<file path="src/rtl/shift_arbiter.sv">
// rtl/shift_arbiter.sv - round-robin arbiter sharing one nBit_Shift core; SHIFT_ARB_COUNT_EN adds the ops counter
// nBit_Shift: bit0 direction (1 = right), bits[WIDTH-2:1] amount, MSB fill.

module nBit_Shift #(
    parameter int WIDTH = 4,
    parameter int OP    = 0
) (
    input  logic [WIDTH-1:0] in_i,
    input  logic [WIDTH-1:0] shift_i,
    output logic [WIDTH-1:0] out_o,
    output logic [WIDTH-1:0] overflow_o
);
    localparam logic [WIDTH-1:0] W_L      = WIDTH'(WIDTH);
    localparam logic [WIDTH-1:0] AMT_MASK = {WIDTH{1'b1}} >> 2;
    localparam logic [WIDTH-1:0] ONES     = {WIDTH{1'b1}};

    logic             fill, rfill;
    logic [WIDTH-1:0] amt_raw, amt;

    always_comb begin
        fill    = shift_i[WIDTH-1];
        rfill   = (OP == 1) ? in_i[WIDTH-1] : fill;
        amt_raw = (shift_i >> 1) & AMT_MASK;
        // Amounts past the word width saturate so vacated bits still take the fill value.
        amt     = (amt_raw > W_L) ? W_L : amt_raw;
        if (shift_i[0]) begin
            out_o      = (in_i >> amt) | (~(ONES >> amt) & {WIDTH{rfill}});
            overflow_o = (amt == '0) ? '0 : (in_i << (W_L - amt));
        end else begin
            out_o      = (in_i << amt) | (~(ONES << amt) & {WIDTH{fill}});
            overflow_o = (amt == '0) ? '0 : (in_i >> (W_L - amt));
        end
    end
endmodule

module shift_arbiter #(
    parameter int WIDTH = 4,
    parameter int REQS  = 4,
    parameter int OP    = 0,
    localparam int ID_W = ($clog2(REQS) > 1) ? $clog2(REQS) : 1
) (
    input  logic                  clk,
    input  logic                  rst_n,
    input  logic [REQS-1:0]       req_valid,
    output logic [REQS-1:0]       req_ready,
    input  logic [REQS*WIDTH-1:0] req_in,
    input  logic [REQS*WIDTH-1:0] req_shift,
    output logic                  rsp_valid,
    input  logic                  rsp_ready,
    output logic [WIDTH-1:0]      rsp_out,
    output logic [WIDTH-1:0]      rsp_overflow,
    output logic [ID_W-1:0]       rsp_id,
    output logic [15:0]           ops_count
);
    if (WIDTH < 2) begin : g_bad_width
        $error("shift_arbiter: WIDTH must be >= 2");
    end
    if (REQS < 2) begin : g_bad_reqs
        $error("shift_arbiter: REQS must be >= 2");
    end

    typedef enum logic {EMPTY, FULL} state_t;

    state_t           state_q;
    logic [WIDTH-1:0] out_q, ovf_q;
    logic [ID_W-1:0]  id_q, last_q;

    logic             found, accept;
    logic [ID_W-1:0]  grant, idx;
    logic [WIDTH-1:0] op_in, op_sh, core_out, core_ovf;

    // Round-robin search starting just after the last winner.
    always_comb begin
        found = 1'b0;
        grant = '0;
        idx   = last_q;
        for (int k = 0; k < REQS; k++) begin
            idx = (idx == ID_W'(REQS - 1)) ? '0 : idx + ID_W'(1);
            if (!found && req_valid[idx]) begin
                found = 1'b1;
                grant = idx;
            end
        end
        accept = rst_n && found && (state_q == EMPTY || rsp_ready);
    end

    always_comb begin
        op_in     = '0;
        op_sh     = '0;
        req_ready = '0;
        for (int i = 0; i < REQS; i++) begin
            if (grant == ID_W'(i)) begin
                op_in        = req_in[i*WIDTH +: WIDTH];
                op_sh        = req_shift[i*WIDTH +: WIDTH];
                req_ready[i] = accept;
            end
        end
    end

    nBit_Shift #(.WIDTH(WIDTH), .OP(OP)) u_core (
        .in_i       (op_in),
        .shift_i    (op_sh),
        .out_o      (core_out),
        .overflow_o (core_ovf)
    );

    always_ff @(posedge clk or negedge rst_n) begin
        if (!rst_n) begin
            state_q <= EMPTY;
            out_q   <= '0;
            ovf_q   <= '0;
            id_q    <= '0;
            last_q  <= ID_W'(REQS - 1);
        end else begin
            case (state_q)
                EMPTY: begin
                    if (accept) begin
                        out_q   <= core_out;
                        ovf_q   <= core_ovf;
                        id_q    <= grant;
                        last_q  <= grant;
                        state_q <= FULL;
                    end
                end
                FULL: begin
                    if (accept) begin
                        out_q   <= core_out;
                        ovf_q   <= core_ovf;
                        id_q    <= grant;
                        last_q  <= grant;
                    end else if (rsp_ready) begin
                        state_q <= EMPTY;
                    end
                end
                default: state_q <= EMPTY;
            endcase
        end
    end

    assign rsp_valid    = (state_q == FULL);
    assign rsp_out      = out_q;
    assign rsp_overflow = ovf_q;
    assign rsp_id       = id_q;

`ifdef SHIFT_ARB_COUNT_EN
    logic [15:0] ops_q;

    always_ff @(posedge clk or negedge rst_n) begin
        if (!rst_n) begin
            ops_q <= '0;
        end else if (rsp_valid && rsp_ready && ops_q != 16'hFFFF) begin
            ops_q <= ops_q + 16'd1;
        end
    end

    assign ops_count = ops_q;
`else
    assign ops_count = '0;
`endif
endmodule

</file>
<file path="config.mk">
export PLATFORM = sky130hd
export DESIGN_NAME = shift_arbiter
export DESIGN_NICKNAME = d
export VERILOG_FILES = /design/src/rtl/shift_arbiter.sv
export SDC_FILE = /design/constraint.sdc
export NUM_CORES = 1
export LEC_CHECK = 0
export CORE_MARGIN = 2
export CORE_UTILIZATION = 42
export CTS_CLUSTER_DIAMETER = 60
export DETAILED_ROUTE_END_ITERATION = 8
export GPL_TIMING_DRIVEN = 0
export PLACE_DENSITY = 0.85
export SYNTH_ARGS = -nofsm -noshare
export SYNTH_HDL_FRONTEND = slang
export SYNTH_SLANG_ARGS = --single-unit
</file>
<file path="constraint.sdc">
create_clock -name clk -period 4.3 [get_ports clk]
set_input_delay 1.075 -clock clk [delete_from_list [all_inputs] [get_ports clk]]
set_output_delay 1.075 -clock clk [all_outputs]
set_load 0.05 [all_outputs]
</file>
==> results.toml <==
[global_route]
gr-total-overflow = 0
grt_max_degree = 15
grt_pass1_vias = 1422
grtUsageMet2 = 0.316
antenna_found_initial = 0
gr-usage-met3 = 0.0161
grt_first_pass_wirelength_um = 6140
use_met1 = 0.244
grt_util_all_layers = 0.187
top_usage_layer = "met2"

[route]
route.vias.total = 1546
vias_per_cell = 5.28
first_pass_iters = 4
drt-total-wl_um = 3870
drc = 0
drtIter0Drc = 52
post_drt_wl_per_cell_um = 13.2
ant_nets = 0

[setup_path]
crit_type = "in2out"
worstPathArrival_ns = 3.16
crit_family = "buffers and inverters"
crit_fanout = 10
path_cells = "clkdlybuf4s50_1 > clkbuf_4 > and3b_1 > a31oi_1 > o22ai_2 > a211oi_4 > buf_6 > nand2_1 > nor2_1 > buf_4"
crit_slowest_cell = "clkdlybuf4s50_1"
startpoint_type = "input port"
cpPeakStageDelay_ns = 0.42
cp.required_ns = 3.22
crit_buf_inv = 4
crit_path_end_kind = "primary output"

[sta]
fin_crit_sh = 0.984
fin_skew_ns = 0.00215
finalHoldViolCount = 0
worst_pin_slew_ns = 0.505
layout_min_cycle_time_ns = 4.23
finalSetupViolations = 0
fmax_mhz = 236
maxSlewViolCount = 0
hold_ws_ns = 0.492
slew_headroom = 0.662

[yosys]
yosys.area.top_type = "dfrtp_1"
yosysMostFrequentCell = "buf_4"
ys_warn_count = 0
netlist_area_um2 = 1490
synth-edff-count = 0
synth.distinct_cells = 50
synthFlopType = "dfrtp_1"
netlist_instances = 169
synth_common_cells = "16 x buf_4, 14 x nor2_1, 13 x nand2_1"
ys_top_cells_by_area = "dfrtp_1 19%, buf_4 8.1%, mux2i_1 5.4%, mux4_1 5.3%, dfstp_2 3.5%"
async_flop_share = 1.00
synth-seq-cells = 13
ys_seq_area_frac = 0.221
yosys.area.top_type_share = 0.185
syn_area_per_cell_um2 = 8.80

[floorplan]
dieArea_um2 = 4030
rows = 21
die_w_um = 63.5
ios = 70
die_h_um = 63.5
coreArea_um2 = 3360
initial_utilization = 0.442

[clock_network]
cts.sinks = 13
insertion_delay_ns = 0.29
h-tree-depth = 1
clk_path_buf_depth = 2
root_buffer = "clkbuf_4"
tritoncts = "built"
clk_pin_slew_ns = 0.09
cts_buffers = 3

[cells_and_area]
diodes = 0
drive_above_1_share = 0.271
design_area_um2 = 2270
syn2layout_area_growth_pct = 52.6
fin_nets = 289
finish.utilization = 0.674

[placed_design]
dp_hpwl_um = 2980
finalWeightedCongestion = 0.879
place_area_um2 = 2130
numPortBuffers = 52

[power]
power_density_nw_per_um2 = 959
peakVddDrop_mv = 0.671
finalPower_mw = 2.17
cellLeakagePower_nw = 1.02

[job]
maxCapViolCount = 0

[run_status]
status = "finished, final reports clean"

[worst_hold_path]
hold_class = "reg2reg"
[stage by stage]
stage          setup slack, ns  cells  TNS (ns)
6_report                0.0672    293         0
2_1_floorplan            0.233    184         0
4_1_cts               -0.00472    287  -0.00472
3_3_place_gp            -0.868    282     -4.43
3_5_place_dp            -0.898    282     -4.72
5_1_grt                -0.0574    293    -0.214
[power by group]
group	switching [mW]	leakage [nW]	total, mW	internal, mW
combinational	1.03	0.850	1.87	0.841
sequential	0.0358	0.152	0.219	0.183
clock	0.0461	0.0177	0.0807	0.0346
total	1.12	1.02	2.17	1.06
[repair_timing]
item | CTS | global route
endpoints found under the setup margin | 8 | 8
pin swaps | 1 | 2
hold buffers | 0 | 0
resized for setup | 24 | 20
setup buffers | 1 | 7
[layout make-up]
cell class	count	area (um^2)
plain buffers	28	213
clock buffers	3	22.5
clock inverters	1	5.00
fillers	299	1090
inverters	7	26.3
multi-input cells	135	1040
flip-flops and latches	13	328
well taps	46	57.6
repair buffers	60	573
[state kept, by name (all words and copies together), names as in the netlist]
name,count
last_q,2
rsp_id,2
rsp_out,4
rsp_overflow,4
rsp_valid,1
[routing by layer]
| layer | vias up | part of all wire | wire length [um] |
|---|---|---|---|
| met5 | - | 0 | 0 |
| met4 | 0 | 0.017 | 65 |
| li1 | 758 | - | - |
| met3 | 6 | 0.070 | 272 |
| met1 | 702 | 0.43 | 1670 |
| met2 | 80 | 0.48 | 1860 |
[worst paths after layout]
kind / startpoint / end / slack, ns / cells past startpoint
max in group asynchronous: rst_n / last_q[1]$_DFFE_PN1P_ / 3.22 / 1
min in group asynchronous: rst_n / rsp_id[0]$_DFFE_PN0P_ / 0.77 / 1
worst min register to register: rsp_overflow[3]$_DFFE_PN0P_ / rsp_overflow[3]$_DFFE_PN0P_ / 0.49 / 2
worst max register to register: last_q[0]$_DFFE_PN1P_ / rsp_out[1]$_DFFE_PN0P_ / 0.54 / 12
worst max-delay path: req_valid[2] / req_ready[0] / 0.07 / 10
worst min-delay path: rsp_overflow[3]$_DFFE_PN0P_ / rsp_overflow[3]$_DFFE_PN0P_ / 0.49 / 2
[cells by family (layout without fill, tap and decap cells)]
family / count (synthesis) / in the layout / share of synthesized area
compound gates: 44 / 44 / 0.237
xor+xnor: 1 / 1 / 0.00589
fa+ha+maj: 2 / 2 / 0.0168
buf+inv: 36 / 99 / 0.156
flops: 13 / 13 / 0.221
mux: 18 / 18 / 0.178
other cells: 1 / 16 / 0.00252
simple gates: 54 / 54 / 0.184
[cells in the final DEF, fill, tap and decap left out, types with 3 or more instances in the layout]
master / synthesis / final
clkdlybuf4s50_1: 0 / 46
buf_4: 16 / 24
conb_1: 1 / 16
nor2_1: 14 / 14
nand2_1: 13 / 13
dfrtp_1: 11 / 11
mux2i_1: 8 / 8
buf_6: 4 / 6
inv_1: 6 / 6
nand2b_1: 6 / 6
a21oi_1: 6 / 6
clkbuf_4: 0 / 5
buf_2: 5 / 5
a311oi_1: 5 / 5
nor3_2: 0 / 4
o21ai_0: 4 / 4
mux2_2: 4 / 4
and3_1: 4 / 4
o21ai_1: 3 / 3
o21a_1: 3 / 3
mux4_1: 3 / 3
[worst reg2reg max path, cell delays in order, from the launching register on]
cell	delay, ns
dfstp_2	0.62
ha_1	0.30
buf_6	0.16
and2_1	0.16
a32oi_2	0.18
o22ai_2	0.12
a211oi_4	0.32
buf_6	0.15
buf_4	0.12
mux4_1	0.65
mux2_2	0.35
a2111oi_0	0.42
a311oi_1	0.10
(Power assumes the default switching activity.)
